### src/rtl/stack_ctrl_pkg.sv
// Shared definitions for the stack burst controller: request opcodes and FSM state encoding.
package stack_ctrl_pkg;

    localparam logic OP_PUSH = 1'b0;
    localparam logic OP_POP  = 1'b1;

    typedef enum logic [2:0] {
        ST_IDLE      = 3'd0,
        ST_PUSH      = 3'd1,
        ST_POP_ISSUE = 3'd2,
        ST_POP_CAPT  = 3'd3,
        ST_POP_HOLD  = 3'd4,
        ST_DONE      = 3'd5
    } state_t;

endpackage

### src/rtl/stack_burst_ctrl.sv
// Serialises burst push/pop requests into single-cycle stack enables and returns
// popped words over a valid/ready channel, reporting completion count and error.
module stack_burst_ctrl
    import stack_ctrl_pkg::*;
#(
    parameter int DATA_W = 32,
    parameter int SP_W   = 17,
    parameter int CNT_W  = 4
) (
    input  logic              clk,
    input  logic              reset_n,
    input  logic              req_valid,
    output logic              req_ready,
    input  logic              req_op,
    input  logic [CNT_W-1:0]  req_count,
    input  logic              wdata_valid,
    output logic              wdata_ready,
    input  logic [DATA_W-1:0] wdata,
    output logic              rdata_valid,
    input  logic              rdata_ready,
    output logic [DATA_W-1:0] rdata,
    output logic              done,
    output logic              done_err,
    output logic [CNT_W-1:0]  done_count,
    output logic              busy,
    output logic [SP_W-1:0]   cur_sp,
    output logic              push_enable,
    output logic              pop_enable,
    output logic [DATA_W-1:0] stack_data_in,
    input  logic [DATA_W-1:0] stack_data_out,
    input  logic [SP_W-1:0]   stack_sp,
    input  logic              stack_full,
    input  logic              stack_empty,
    input  logic              stack_valid_out
);

    state_t           state;
    logic [CNT_W-1:0] cnt;
    logic [CNT_W-1:0] target;
    logic             err;
    logic [CNT_W-1:0] cnt_inc;
    logic             err_now;

    assign cnt_inc = cnt + CNT_W'(1);
    assign err_now = err | stack_valid_out;

    assign req_ready     = (state == ST_IDLE);
    assign busy          = (state != ST_IDLE);
    assign push_enable   = (state == ST_PUSH) && wdata_valid && !stack_full;
    assign wdata_ready   = push_enable;
    // Only POP_ISSUE can pop, and it always leaves after one cycle, so the pulse is single-cycle.
    assign pop_enable    = (state == ST_POP_ISSUE) && !stack_empty;
    assign stack_data_in = wdata;
    assign cur_sp        = stack_sp;

    always_ff @(posedge clk or negedge reset_n) begin
        if (!reset_n) begin
            state       <= ST_IDLE;
            cnt         <= '0;
            target      <= '0;
            err         <= 1'b0;
            rdata_valid <= 1'b0;
            rdata       <= '0;
            done        <= 1'b0;
            done_err    <= 1'b0;
            done_count  <= '0;
        end else begin
            done <= 1'b0;
            if (state != ST_IDLE && state != ST_DONE && stack_valid_out)
                err <= 1'b1;

            // done/done_count/done_err are loaded on entry to DONE so they are valid during it.
            case (state)
                ST_IDLE: begin
                    if (req_valid) begin
                        target <= req_count;
                        cnt    <= '0;
                        err    <= 1'b0;
                        if (req_count == '0) begin
                            err        <= 1'b1;
                            state      <= ST_DONE;
                            done       <= 1'b1;
                            done_count <= '0;
                            done_err   <= 1'b1;
                        end else if (req_op == OP_POP) begin
                            state <= ST_POP_ISSUE;
                        end else begin
                            state <= ST_PUSH;
                        end
                    end
                end
                ST_PUSH: begin
                    if (push_enable) begin
                        cnt <= cnt_inc;
                        if (cnt_inc == target) begin
                            state      <= ST_DONE;
                            done       <= 1'b1;
                            done_count <= cnt_inc;
                            done_err   <= err_now;
                        end
                    end else if (stack_full) begin
                        err        <= 1'b1;
                        state      <= ST_DONE;
                        done       <= 1'b1;
                        done_count <= cnt;
                        done_err   <= 1'b1;
                    end
                end
                ST_POP_ISSUE: begin
                    if (stack_empty) begin
                        err        <= 1'b1;
                        state      <= ST_DONE;
                        done       <= 1'b1;
                        done_count <= cnt;
                        done_err   <= 1'b1;
                    end else begin
                        state <= ST_POP_CAPT;
                    end
                end
                ST_POP_CAPT: begin
                    rdata       <= stack_data_out;
                    rdata_valid <= 1'b1;
                    state       <= ST_POP_HOLD;
                end
                ST_POP_HOLD: begin
                    if (rdata_valid && rdata_ready) begin
                        rdata_valid <= 1'b0;
                        cnt         <= cnt_inc;
                        if (cnt_inc == target) begin
                            state      <= ST_DONE;
                            done       <= 1'b1;
                            done_count <= cnt_inc;
                            done_err   <= err_now;
                        end else begin
                            state <= ST_POP_ISSUE;
                        end
                    end
                end
                ST_DONE: begin
                    state <= ST_IDLE;
                end
                default: begin
                    state <= ST_IDLE;
                end
            endcase
        end
    end

endmodule

### config.mk
export PLATFORM = sky130hd
export DESIGN_NAME = stack_burst_ctrl
export DESIGN_NICKNAME = d
export VERILOG_FILES = /design/src/rtl/stack_ctrl_pkg.sv /design/src/rtl/stack_burst_ctrl.sv
export SDC_FILE = /design/constraint.sdc
export NUM_CORES = 1
export LEC_CHECK = 0
export ABC_AREA = 1
export CORE_UTILIZATION = 37
export DETAILED_ROUTE_END_ITERATION = 8
export GPL_TIMING_DRIVEN = 0
export MAX_ROUTING_LAYER = met4
export PLACE_DENSITY = 0.82
export SYNTH_ARGS = -nofsm -noshare
export SYNTH_HDL_FRONTEND = slang
export SYNTH_SLANG_ARGS = --single-unit
### constraint.sdc
create_clock -name clk -period 2.3 [get_ports clk]
set_input_delay 0.345 -clock clk [delete_from_list [all_inputs] [get_ports clk]]
set_output_delay 0.345 -clock clk [all_outputs]
set_load 0.005 [all_outputs]
Word level (Yosys, flattened, before mapping)
Index checks and enable logic that the tools add are counted.

storage, ports and cells
  bits in registers = 51
  output and inout port bits = 93
  input bits = 94
  logic and storage cells = 89

cells by class
  mux-type cells = 46
  eq/ne operators = 13
  add/sub/neg operators = 1
  reduce and logical (&&, ||, !) cells = 19
  bitwise gates (word level) = 1

operators by type and width
  operator             number
  $mux 4               10
  $mux 3               8
  $mux 1               20
  $pmux 4 s4           1
  $pmux 3 s5           1
  $pmux 4 s3           1
  $ne 2x2->1 const B   4
  $pmux 1 s4           2
  $reduce_and 4->1     2
  $eq 3x2->1 const B   2
  $logic_and 1x1->1    6
  $ne 3x3->1 const B   2
  $reduce_and 6->1     1
  $reduce_bool 3->1    2
  $add 4x1->4 const B  1
  $eq 4x4->1           1
  $logic_not 4->1      1
  $reduce_and 2->1     2
  $reduce_bool 4->1    1
  $eq 3x1->1 const B   1
  $eq 3x3->1 const B   1
  $logic_not 3->1      1
  $ne 3x2->1 const B   1
  $pmux 1 s3           1
  other kinds (6)      7

Logic depth before layout (Yosys ltp)
Gate-level depths: netlist (run 1).

  depth after elaboration = 7
  mapped depth = 12
  mapped depth without buffers = 12

Worst setup path after synthesis (run 1)
No wires, ideal clock.

  kind = reg-to-reg
  start = register cnt[0]
  end = register state[2]
  path buffers = 0
  library setup time = 0.066 ns
  arrival = 1.545 ns
  period minus slack after synthesis = 1.611 ns
  setup slack = 0.689 ns
  cell stages (with the launch flop) = 11
  required time = 2.234 ns
  path through = dfrtp_1 ha_1 xnor2_1 nand2_1 nor2_4 nand2_4 nand2_2 nand2_2 nor2_2 nand2_1 nand2_1

between the ends
  cells in the longest elaborated chain, start to end = 5
  elaborated cells between the ends (all ways) = 7
  those cells by class = 1 x add/sub; 2 x eq/ne; 3 x mux; 1 x reduce/logical

ends and longest elaborated chain
  what                    line                                             RTL
  start, declared         stack_burst_ctrl.sv:38                           logic [CNT_W-1:0] cnt;
  start signal, assigned  stack_burst_ctrl.sv:94                           cnt <= cnt_inc;
  start signal, assigned  stack_burst_ctrl.sv:128                          cnt <= cnt_inc;
  $add 4x1->4 (*)         stack_burst_ctrl.sv:44                           assign cnt_inc = cnt + CNT_W'(1);
  $eq 4x4->1 (*)          stack_burst_ctrl.sv:95, stack_burst_ctrl.sv:129
  $mux 3                  stack_burst_ctrl.sv:129                          if (cnt_inc == target) begin
  $mux 3                  stack_burst_ctrl.sv:126                          if (rdata_valid && rdata_ready) begin
  $pmux 3 s5              stack_burst_ctrl.sv:73                           case (state)
  end signal, assigned    stack_burst_ctrl.sv:96                           state <= ST_DONE;
  end signal, assigned    stack_burst_ctrl.sv:130                          state <= ST_DONE;
  end signal, assigned    stack_burst_ctrl.sv:135                          state <= ST_POP_ISSUE;
  end, declared           stack_burst_ctrl.sv:37                           state_t state;

Every way passes the cells marked *; elsewhere a longest branch is shown, timed or not. The select of a mux whose other input is x is not followed.
A chain may end at the register's enable or synchronous reset.

Worst setup path after layout (run 1)
  start = register state[1]
  end = output wdata_ready

between the ends
  cells in the longest elaborated chain, start to end = 3

ends and longest elaborated chain
  what                            line                    RTL
  start signal, assigned          stack_burst_ctrl.sv:58  state <= ST_IDLE;
  start signal, assigned          stack_burst_ctrl.sv:81  state <= ST_DONE;
  start signal, assigned          stack_burst_ctrl.sv:86  state <= ST_POP_ISSUE;
  $eq 3x1->1                      stack_burst_ctrl.sv:49  assign push_enable = (state == ST_PUSH) && wdata_valid && !stack_full;
  $logic_and 1x1->1 (2 in a row)  stack_burst_ctrl.sv:49
  end, declared                   stack_burst_ctrl.sv:17  output logic wdata_ready,

No other way between the ends.

==> results of run 1 <==
==> final cells by class <==
class	instances	share of cell area, %
buffer	53	8.83
clock buffer	5	1.53
multi-input combinational	167	23.9
inverter	29	2.42
clock inverter	3	0.972
timing repair buffer	141	31.3
tap	99	2.75
sequential	51	28.3
==> where the power goes <==
group          total (mW)  switching (mW)  internal, mW
Sequential           1.57           0.256          1.32
Combinational        2.55            1.11          1.44
Clock               0.619           0.294         0.324
Total                4.74            1.66          3.08
==> layout by cell type, fill, tap and decap left out, types with 2 or more instances in the layout <==
| master | instances |
|---|---|
| sky130_fd_sc_hd__inv_2 | 7 |
| sky130_fd_sc_hd__nor2_4 | 4 |
| sky130_fd_sc_hd__mux2_2 | 33 |
| sky130_fd_sc_hd__a21oi_1 | 5 |
| sky130_fd_sc_hd__nand4_1 | 3 |
| sky130_fd_sc_hd__nand3_1 | 15 |
| sky130_fd_sc_hd__inv_1 | 22 |
| sky130_fd_sc_hd__clkdlybuf4s50_1 | 136 |
| sky130_fd_sc_hd__buf_4 | 56 |
| sky130_fd_sc_hd__nor2_1 | 7 |
| sky130_fd_sc_hd__nand2_1 | 62 |
| sky130_fd_sc_hd__nand2_4 | 3 |
| sky130_fd_sc_hd__nand2_2 | 5 |
| sky130_fd_sc_hd__nand3_2 | 2 |
| sky130_fd_sc_hd__o22ai_1 | 3 |
| sky130_fd_sc_hd__o21ai_0 | 7 |
| sky130_fd_sc_hd__clkbuf_8 | 5 |
| sky130_fd_sc_hd__o21ai_1 | 3 |
| sky130_fd_sc_hd__dfrtp_1 | 51 |
| sky130_fd_sc_hd__nor3_1 | 3 |
| sky130_fd_sc_hd__nor2_2 | 4 |
==> worst reg2reg max path: stages, from the launching register on <==
cell	delay (ps)
sky130_fd_sc_hd__dfrtp_1	480
sky130_fd_sc_hd__ha_1	360
sky130_fd_sc_hd__xnor2_1	150
sky130_fd_sc_hd__nand2_1	100
sky130_fd_sc_hd__nor2_4	190
sky130_fd_sc_hd__nand2_4	120
sky130_fd_sc_hd__inv_2	90
sky130_fd_sc_hd__nand2_1	70
sky130_fd_sc_hd__o21ai_1	120
sky130_fd_sc_hd__nand2_1	90
sky130_fd_sc_hd__nand2_1	60
==> flip-flops by register name, summed over array words and instances, names as in the netlist <==
name         cells
done_err         1
state            3
done_count       4
rdata_valid      1
rdata           32
cnt              4
err              1
target           4
done             1
==> cell families after synthesis <==
kind of cell / after synthesis / share of synthesized area (%)
and+or+nand+nor: 109 / 19.0
buffers and inverters: 82 / 17.7
DFF: 51 / 44.6
muxes: 33 / 13.0
AOI/OAI and AO/OA: 23 / 4.94
xor gates and xnor gates: 1 / 0.306
adders and majority gates: 1 / 0.437
==> metal layers <==
| metal | wire, um | part of all wire [%] | track usage, % | vias to the layer above |
|---|---|---|---|---|
| met5 | 0 | 0 | - | - |
| met4 | 58 | 0.84 | 3.63 | 0 |
| met3 | 520 | 7.5 | 4.57 | 9 |
| met2 | 3600 | 52 | 31.3 | 132 |
| met1 | 2750 | 40 | 19.8 | 1184 |
| li1 | - | - | - | 1212 |
==> worst max path at each step <==
| stage | from | endpoint | slack, ps | cells past startpoint |
|---|---|---|---|---|
| 2_1_floorplan | cnt[0] | state[2] | 690 | 10 |
| 3_3_place_gp | reset_n | rdata[4] | -640 | 1 |
| 3_5_place_dp | stack_full | wdata_ready | 220 | 4 |
| 4_1_cts | state[1] | wdata_ready | 30 | 7 |
| 5_1_grt | state[1] | wdata_ready | 6 | 7 |
| 6_report | state[1] | wdata_ready | 100 | 7 |
==> what timing repair did <==
item | CTS | global route
resized for setup | 0 | 0
setup endpoints to repair | 0 | 1
buffers inserted | 0 | 3
hold buffers | 0 | 0
==> cell usage after synthesis <==
master,n,area (um^2)
sky130_fd_sc_hd__a21oi_1,5,25.0
sky130_fd_sc_hd__a21oi_4,1,16.3
sky130_fd_sc_hd__a22oi_1,1,7.51
sky130_fd_sc_hd__buf_4,53,398
sky130_fd_sc_hd__dfrtp_1,51,1280
sky130_fd_sc_hd__ha_1,1,12.5
sky130_fd_sc_hd__inv_1,22,82.6
sky130_fd_sc_hd__inv_2,7,26.3
sky130_fd_sc_hd__mux2_2,33,372
sky130_fd_sc_hd__nand2_1,62,233
sky130_fd_sc_hd__nand2_2,5,31.3
sky130_fd_sc_hd__nand2_4,3,33.8
sky130_fd_sc_hd__nand3_1,15,75.1
sky130_fd_sc_hd__nand3_2,2,20.0
sky130_fd_sc_hd__nand4_1,3,18.8
sky130_fd_sc_hd__nor2_1,7,26.3
sky130_fd_sc_hd__nor2_2,4,25.0
sky130_fd_sc_hd__nor2_4,4,45.0
sky130_fd_sc_hd__nor2_8,1,20.0
sky130_fd_sc_hd__nor3_1,3,15.0
sky130_fd_sc_hd__o211ai_1,1,7.51
sky130_fd_sc_hd__o21ai_0,7,35.0
sky130_fd_sc_hd__o21ai_1,3,15.0
sky130_fd_sc_hd__o21ai_2,1,8.76
sky130_fd_sc_hd__o21bai_1,1,7.51
sky130_fd_sc_hd__o22ai_1,3,18.8
sky130_fd_sc_hd__xnor2_1,1,8.76
==> metrics by stage <==
step / setup slack, ps / TNS [ps] / util, %
after global routing: 5.83 / 0 / 61.1
final: 105 / 0 / 61.1
after CTS: 27.9 / 0 / 60.8
after floorplan: 689 / 0 / -
after global placement: -642 / -32580 / 59.1
after detailed placement: 219 / 0 / 59.3
==> reports/qor.txt, run 1 <==
========================================================================================
Final std cell area, no fill                                                   4510 um^2
Cell-by-cell listing of the critical path                                   inv_2 > nand2_2 > nor2_4 > nand2_4 > nor2_8 > buf_4 > clkdlybuf4s50_1
Filler Cells Inserted                                                                616
Routability congestion estimate                                                    0.878
RSZ-0062 raised after global routing                                               false
Ports placed on the boundary                                                         187
Number of buffers inserted during clock tree synthesis                                 5
Post-Route WL                                                                    6.93 mm
Post-Syn Instances                                                                   300
# clock sinks                                                                         51
Post-route clock skew                                                            4.23 ps
Final clock period utilization by the worst path                                   95.5%
Number of remaining DRC errors                                                         0
Number of vias in the routed layout                                                2,537
Number of nets in the layout                                                         543
Cells on worst reg2reg path                                                           10
Critical path buffers and inverters                                                    3
Horizontal extent of the die                                                     89.9 um
Overall Global Routing Usage                                                       17.5%
Hold WC Path Type                                                           input port to asynchronous set/reset pin
Count of TritonRoute iterations in the first routing pass                              4
Slew Viols, Final                                                                      0
Average size of a mapped cell                                                  9.53 um^2
CP max-delay cell                                                           sky130_fd_sc_hd__clkdlybuf4s50_1
Area of combinational cells with multiple inputs                               1080 um^2
Seq/Total Area, Yosys                                                              44.6%
Diodes inserted                                                                        0
Category of cells accounting for the largest share of critical-path delay   buffers and inverters
Leak                                                                             2.08 nW
Shortest period the worst path allows                                            2200 ps
Skew-Pair Late Insertion Delay                                                    300 ps
Remaining number of nets flagged by the antenna check after routing                    0
Reg-to-reg startpoint                                                             cnt[0]
Wire length of the first global-routing pass                                     11.3 mm
Worst-Margin Slew                                                                 524 ps
Total power after layout                                                         4.74 mW
CTS tree                                                                            done
Worst reg2reg path endpoint                                                     state[0]
Count of state elements after synthesis                                               51
Full die area                                                                  8090 um^2
Detailed-placement wirelength estimate                                           5.56 mm
Core box area                                                                  7370 um^2
Post-synthesis to final-layout area growth                                         57.5%
Remaining max-slew budget at the tightest pin                                      65.1%
Arrival time at the worst endpoint                                               1850 ps
Initial core utilization                                                           38.8%
Outcome                                                                        completed
Maximum achievable frequency                                                   0.455 GHz
Placed inst area                                                               4370 um^2
Fraction of final layout cells sized beyond drive strength 1                       28.3%
Worst setup EP type                                                          output port
Via count of the first global-routing pass                                         2,517
Final hold vios                                                                        0
VDD IR-drop max                                                                 0.582 mV
Cell at the root of the clock tree                                          sky130_fd_sc_hd__clkbuf_8
Wire length per cell                                                             12.6 um
FF/Latch Area                                                                  1280 um^2
Final worst hold slack                                                           13.5 ps
CP Launch Type                                                                      flop
Number of warning messages in the yosys log                                            0
Initial antenna violation count                                                        0
Ratio of routed vias to standard cells                                              4.63
Largest fanout on the critical path                                                    4
Unique masters post-synth                                                             27
Dpl cells                                                                            537
Setup slack of the worst register-to-register path                                430 ps
Post-Synthesis Net Count                                                             395
Total standard cell area after synthesis                                       2860 um^2
Number of setup violations in the final report                                         0
Maximum count of clock buffers along a single path                                     2
Clock slew seen by the registers of the worst setup and hold paths                 90 ps
Count of input and output buffers                                                    137
# rows                                                                                31
Largest net degree at the start of global routing                                     32
Max-cap violations                                                                     0
Required time reported for the critical path endpoint                            1960 ps
Violation count after the first detailed-route iteration                              82
Critical path's largest stage delay                                               490 ps
Power density over cell area                                                1050 nW/um^2
Global-route congestion overflow total                                                 0
Crit path kind                                                              flop to output port
Number of non-filler instances in the completed layout                               548
Htree depth                                                                            2
Die Y                                                                            89.9 um
========================================================================================
No activity file was read; power rests on OpenSTA's default activity.
==> run 2, diff against run 1 <==
--- a/config.mk
+++ b/config.mk
@@ -6,6 +6,7 @@
 export NUM_CORES = 1
 export LEC_CHECK = 0
 export ABC_AREA = 1
+export CORE_MARGIN = 3
 export CORE_UTILIZATION = 37
 export DETAILED_ROUTE_END_ITERATION = 8
 export GPL_TIMING_DRIVEN = 0
==> run 2 against run 1 <==
Against the previous run: the run now ends with hold timing left; clock power is 12% lower; largest power group unchanged; total power decreased by 1.1%; combinational power is essentially flat; register-to-register slack hardly changed; die area is 9.1% higher; first-iteration DRC count is the same; wire length increased by 8.0%; final cell count unchanged; sequential power about the same; cell area shrank 0.33%; critical path type unchanged; largest cell class unchanged; core utilization decreased by 0.20 points.
==> reports/qor.txt, run 2 (same netlist as run 1, synthesis figures left out) <==
==================================================================================
Outcome                                                               complete, but fails checks
Violated checks                                                        hold timing
# rows                                                                          31
Count of TritonRoute iterations in the first routing pass                        4
Commonest cells after routing, fill and taps aside                    136 x sky130_fd_sc_hd__clkdlybuf4s50_1, 62 x sky130_fd_sc_hd__nand2_1, 56 x sky130_fd_sc_hd__buf_4, 51 x sky130_fd_sc_hd__dfrtp_1, 33 x sky130_fd_sc_hd__mux2_2
Full die area                                                            8820 um^2
Horizontal extent of the die                                               93.9 um
Number of remaining DRC errors                                                   0
Hold WC Path Type                                                     input port to asynchronous set/reset pin
Post-route clock skew                                                      5.71 ps
Final worst hold slack                                                    -7.84 ps
Largest net degree at the start of global routing                               34
Initial core utilization                                                     38.8%
Ports placed on the boundary                                                   187
Routability congestion estimate                                              0.849
Combinational share of power                                                 54.6%
DR top layer                                                                  met4
Design internal power                                                      2.98 mW
Post-synthesis to final-layout area growth                                   57.0%
Max-cap violations                                                               0
Worst setup EP type                                                    output port
Count of input and output buffers                                              137
Switch share                                                                 36.5%
Number of hold buffers added after cts                                           0
Core box area                                                            7370 um^2
Maximum achievable frequency                                             0.453 GHz
Final clock period utilization by the worst path                             96.0%
Overall Global Routing Usage                                                 16.2%
Maximum count of clock buffers along a single path                               2
Dpl cells                                                                      537
Remaining max-slew budget at the tightest pin                                67.9%
Remaining number of nets flagged by the antenna check after routing              0
Worst-Margin Slew                                                           481 ps
Total Neg Setup Slack                                                         0 ps
Global-route congestion overflow total                                           0
Final hold vios                                                                 18
Reg with most FFs                                                            rdata
Routed wire length on met2                                                 3.91 mm
Violation count after the first detailed-route iteration                        82
Filler Cells Inserted                                                          633
Detailed-routed wire length on met3                                         700 um
Number of setup violations in the final report                                   0
Area of combinational cells with multiple inputs                         1080 um^2
Die Y                                                                      93.9 um
Required time reported for the critical path endpoint                      1960 ps
VDD IR-drop max                                                           0.646 mV
Crit path kind                                                        flop to output port
Largest fanout on the critical path                                              4
# clock sinks                                                                   51
Detailed-placement wirelength estimate                                     6.17 mm
Part of the total power dissipated in sequential elements                    33.7%
CTS tree                                                                      done
Wire length per cell                                                       13.6 um
RSZ-0062 raised after global routing                                         false
Cell at the root of the clock tree                                    sky130_fd_sc_hd__clkbuf_8
Initial antenna violation count                                                  0
Leak                                                                       2.07 nW
Number of nets in the layout                                                   543
Sw Pwr                                                                     1.71 mW
Slew Viols, Final                                                                0
Fraction of final layout cells sized beyond drive strength 1                 28.3%
Wire length of the first global-routing pass                               11.3 mm
Max reg flops                                                                   32
CP Launch Type                                                                flop
Diodes inserted                                                                  0
M1 WL                                                                      2.80 mm
FF/Latch Area                                                            1280 um^2
Clock slew seen by the registers of the worst setup and hold paths          100 ps
Via count of the first global-routing pass                                   2,597
Post-Route WL                                                              7.48 mm
Number of vias in the routed layout                                          2,536
Number of non-filler instances in the completed layout                         548
Ratio of routed vias to standard cells                                        4.63
Htree depth                                                                      2
Arrival time at the worst endpoint                                         1860 ps
Shortest period the worst path allows                                      2210 ps
Number of buffers inserted during clock tree synthesis                           5
Skew-Pair Late Insertion Delay                                              300 ps
Clock network power share                                                    11.7%
Leading cell type in the layout, fill and taps excluded               sky130_fd_sc_hd__clkdlybuf4s50_1
Power density over cell area                                          1040 nW/um^2
==================================================================================
-- run 2: changes by cell type in the layout (fill, tap and decap cells not counted), sizes merged --
| cell | before | now |
|---|---|---|
| inv | 29 | 30 |
| bufinv | 1 | 0 |
-- run 2: area by class of cell --
cell class,instances,share of cell area [%]
inverter,29,2.42
timing repair buffer,141,31.4
clock buffer,5,1.53
multi-input combinational,167,24.0
tap,99,2.76
buffer,53,8.86
sequential,51,28.4
clock inverter,3,0.641
-- run 2: stage by stage --
step                power (mW)  utilization, %  instance area, um^2  worst slack [ps]
CTS                       4.71            60.6                 4470              39.2
global route              5.02            60.9                 4490              3.07
floorplan                 2.90               -                 2860               689
global placement          4.05            59.1                 4360              -647
detailed placement        4.14            59.3                 4370               247
finish                    4.68            60.9                 4490              91.1
-- run 2: layer usage --
| layer | vias up | GRT usage [%] |
|---|---|---|
| met4 | 0 | 2.77 |
| met1 | 1180 | 18.3 |
| met3 | 8 | 4.25 |
| li1 | 1215 | - |
| met2 | 133 | 29.0 |
| met5 | - | - |
-- run 2: worst paths after layout --
| kind | startpoint | to | slack [ps] | depth (start not counted) |
|---|---|---|---|---|
| setup / recovery | state[1] | wdata_ready | 90 | 7 |
| hold / removal | reset_n | state[0] | -8 | 1 |
| setup reg to reg | cnt[0] | state[0] | 440 | 10 |
| hold reg to reg | rdata[31] | rdata[31] | 520 | 1 |
| max in group asynchronous | reset_n | rdata[2] | 1770 | 2 |
| min in group clk | rdata[31] | rdata[31] | 520 | 1 |
-- run 2: power groups by stage --
| stage | logic [mW] | registers (mW) | clock network [mW] |
|---|---|---|---|
| finish | 2.56 | 1.58 | 0.547 |
| detailed placement | 2.55 | 1.60 | 0 |
| floorplan | 1.31 | 1.59 | 0 |
| CTS | 2.56 | 1.58 | 0.575 |
| global route | 2.78 | 1.63 | 0.605 |
| global placement | 2.48 | 1.57 | 0 |
-- run 2: what timing repair did --
action	4_1_cts	5_1_grt
gates resized for setup	0	0
endpoints found under the hold margin	0	0
setup buffers	0	3
endpoints found under the setup margin	0	1
-- run 2: worst max-delay path, stage by stage (launching register included) --
cell                              delay, ps
sky130_fd_sc_hd__dfrtp_1                430
sky130_fd_sc_hd__inv_2                   80
sky130_fd_sc_hd__nand2_2                 80
sky130_fd_sc_hd__nor2_4                 170
sky130_fd_sc_hd__nand2_4                 90
sky130_fd_sc_hd__nor2_8                 120
sky130_fd_sc_hd__buf_4                  110
sky130_fd_sc_hd__clkdlybuf4s50_1        480
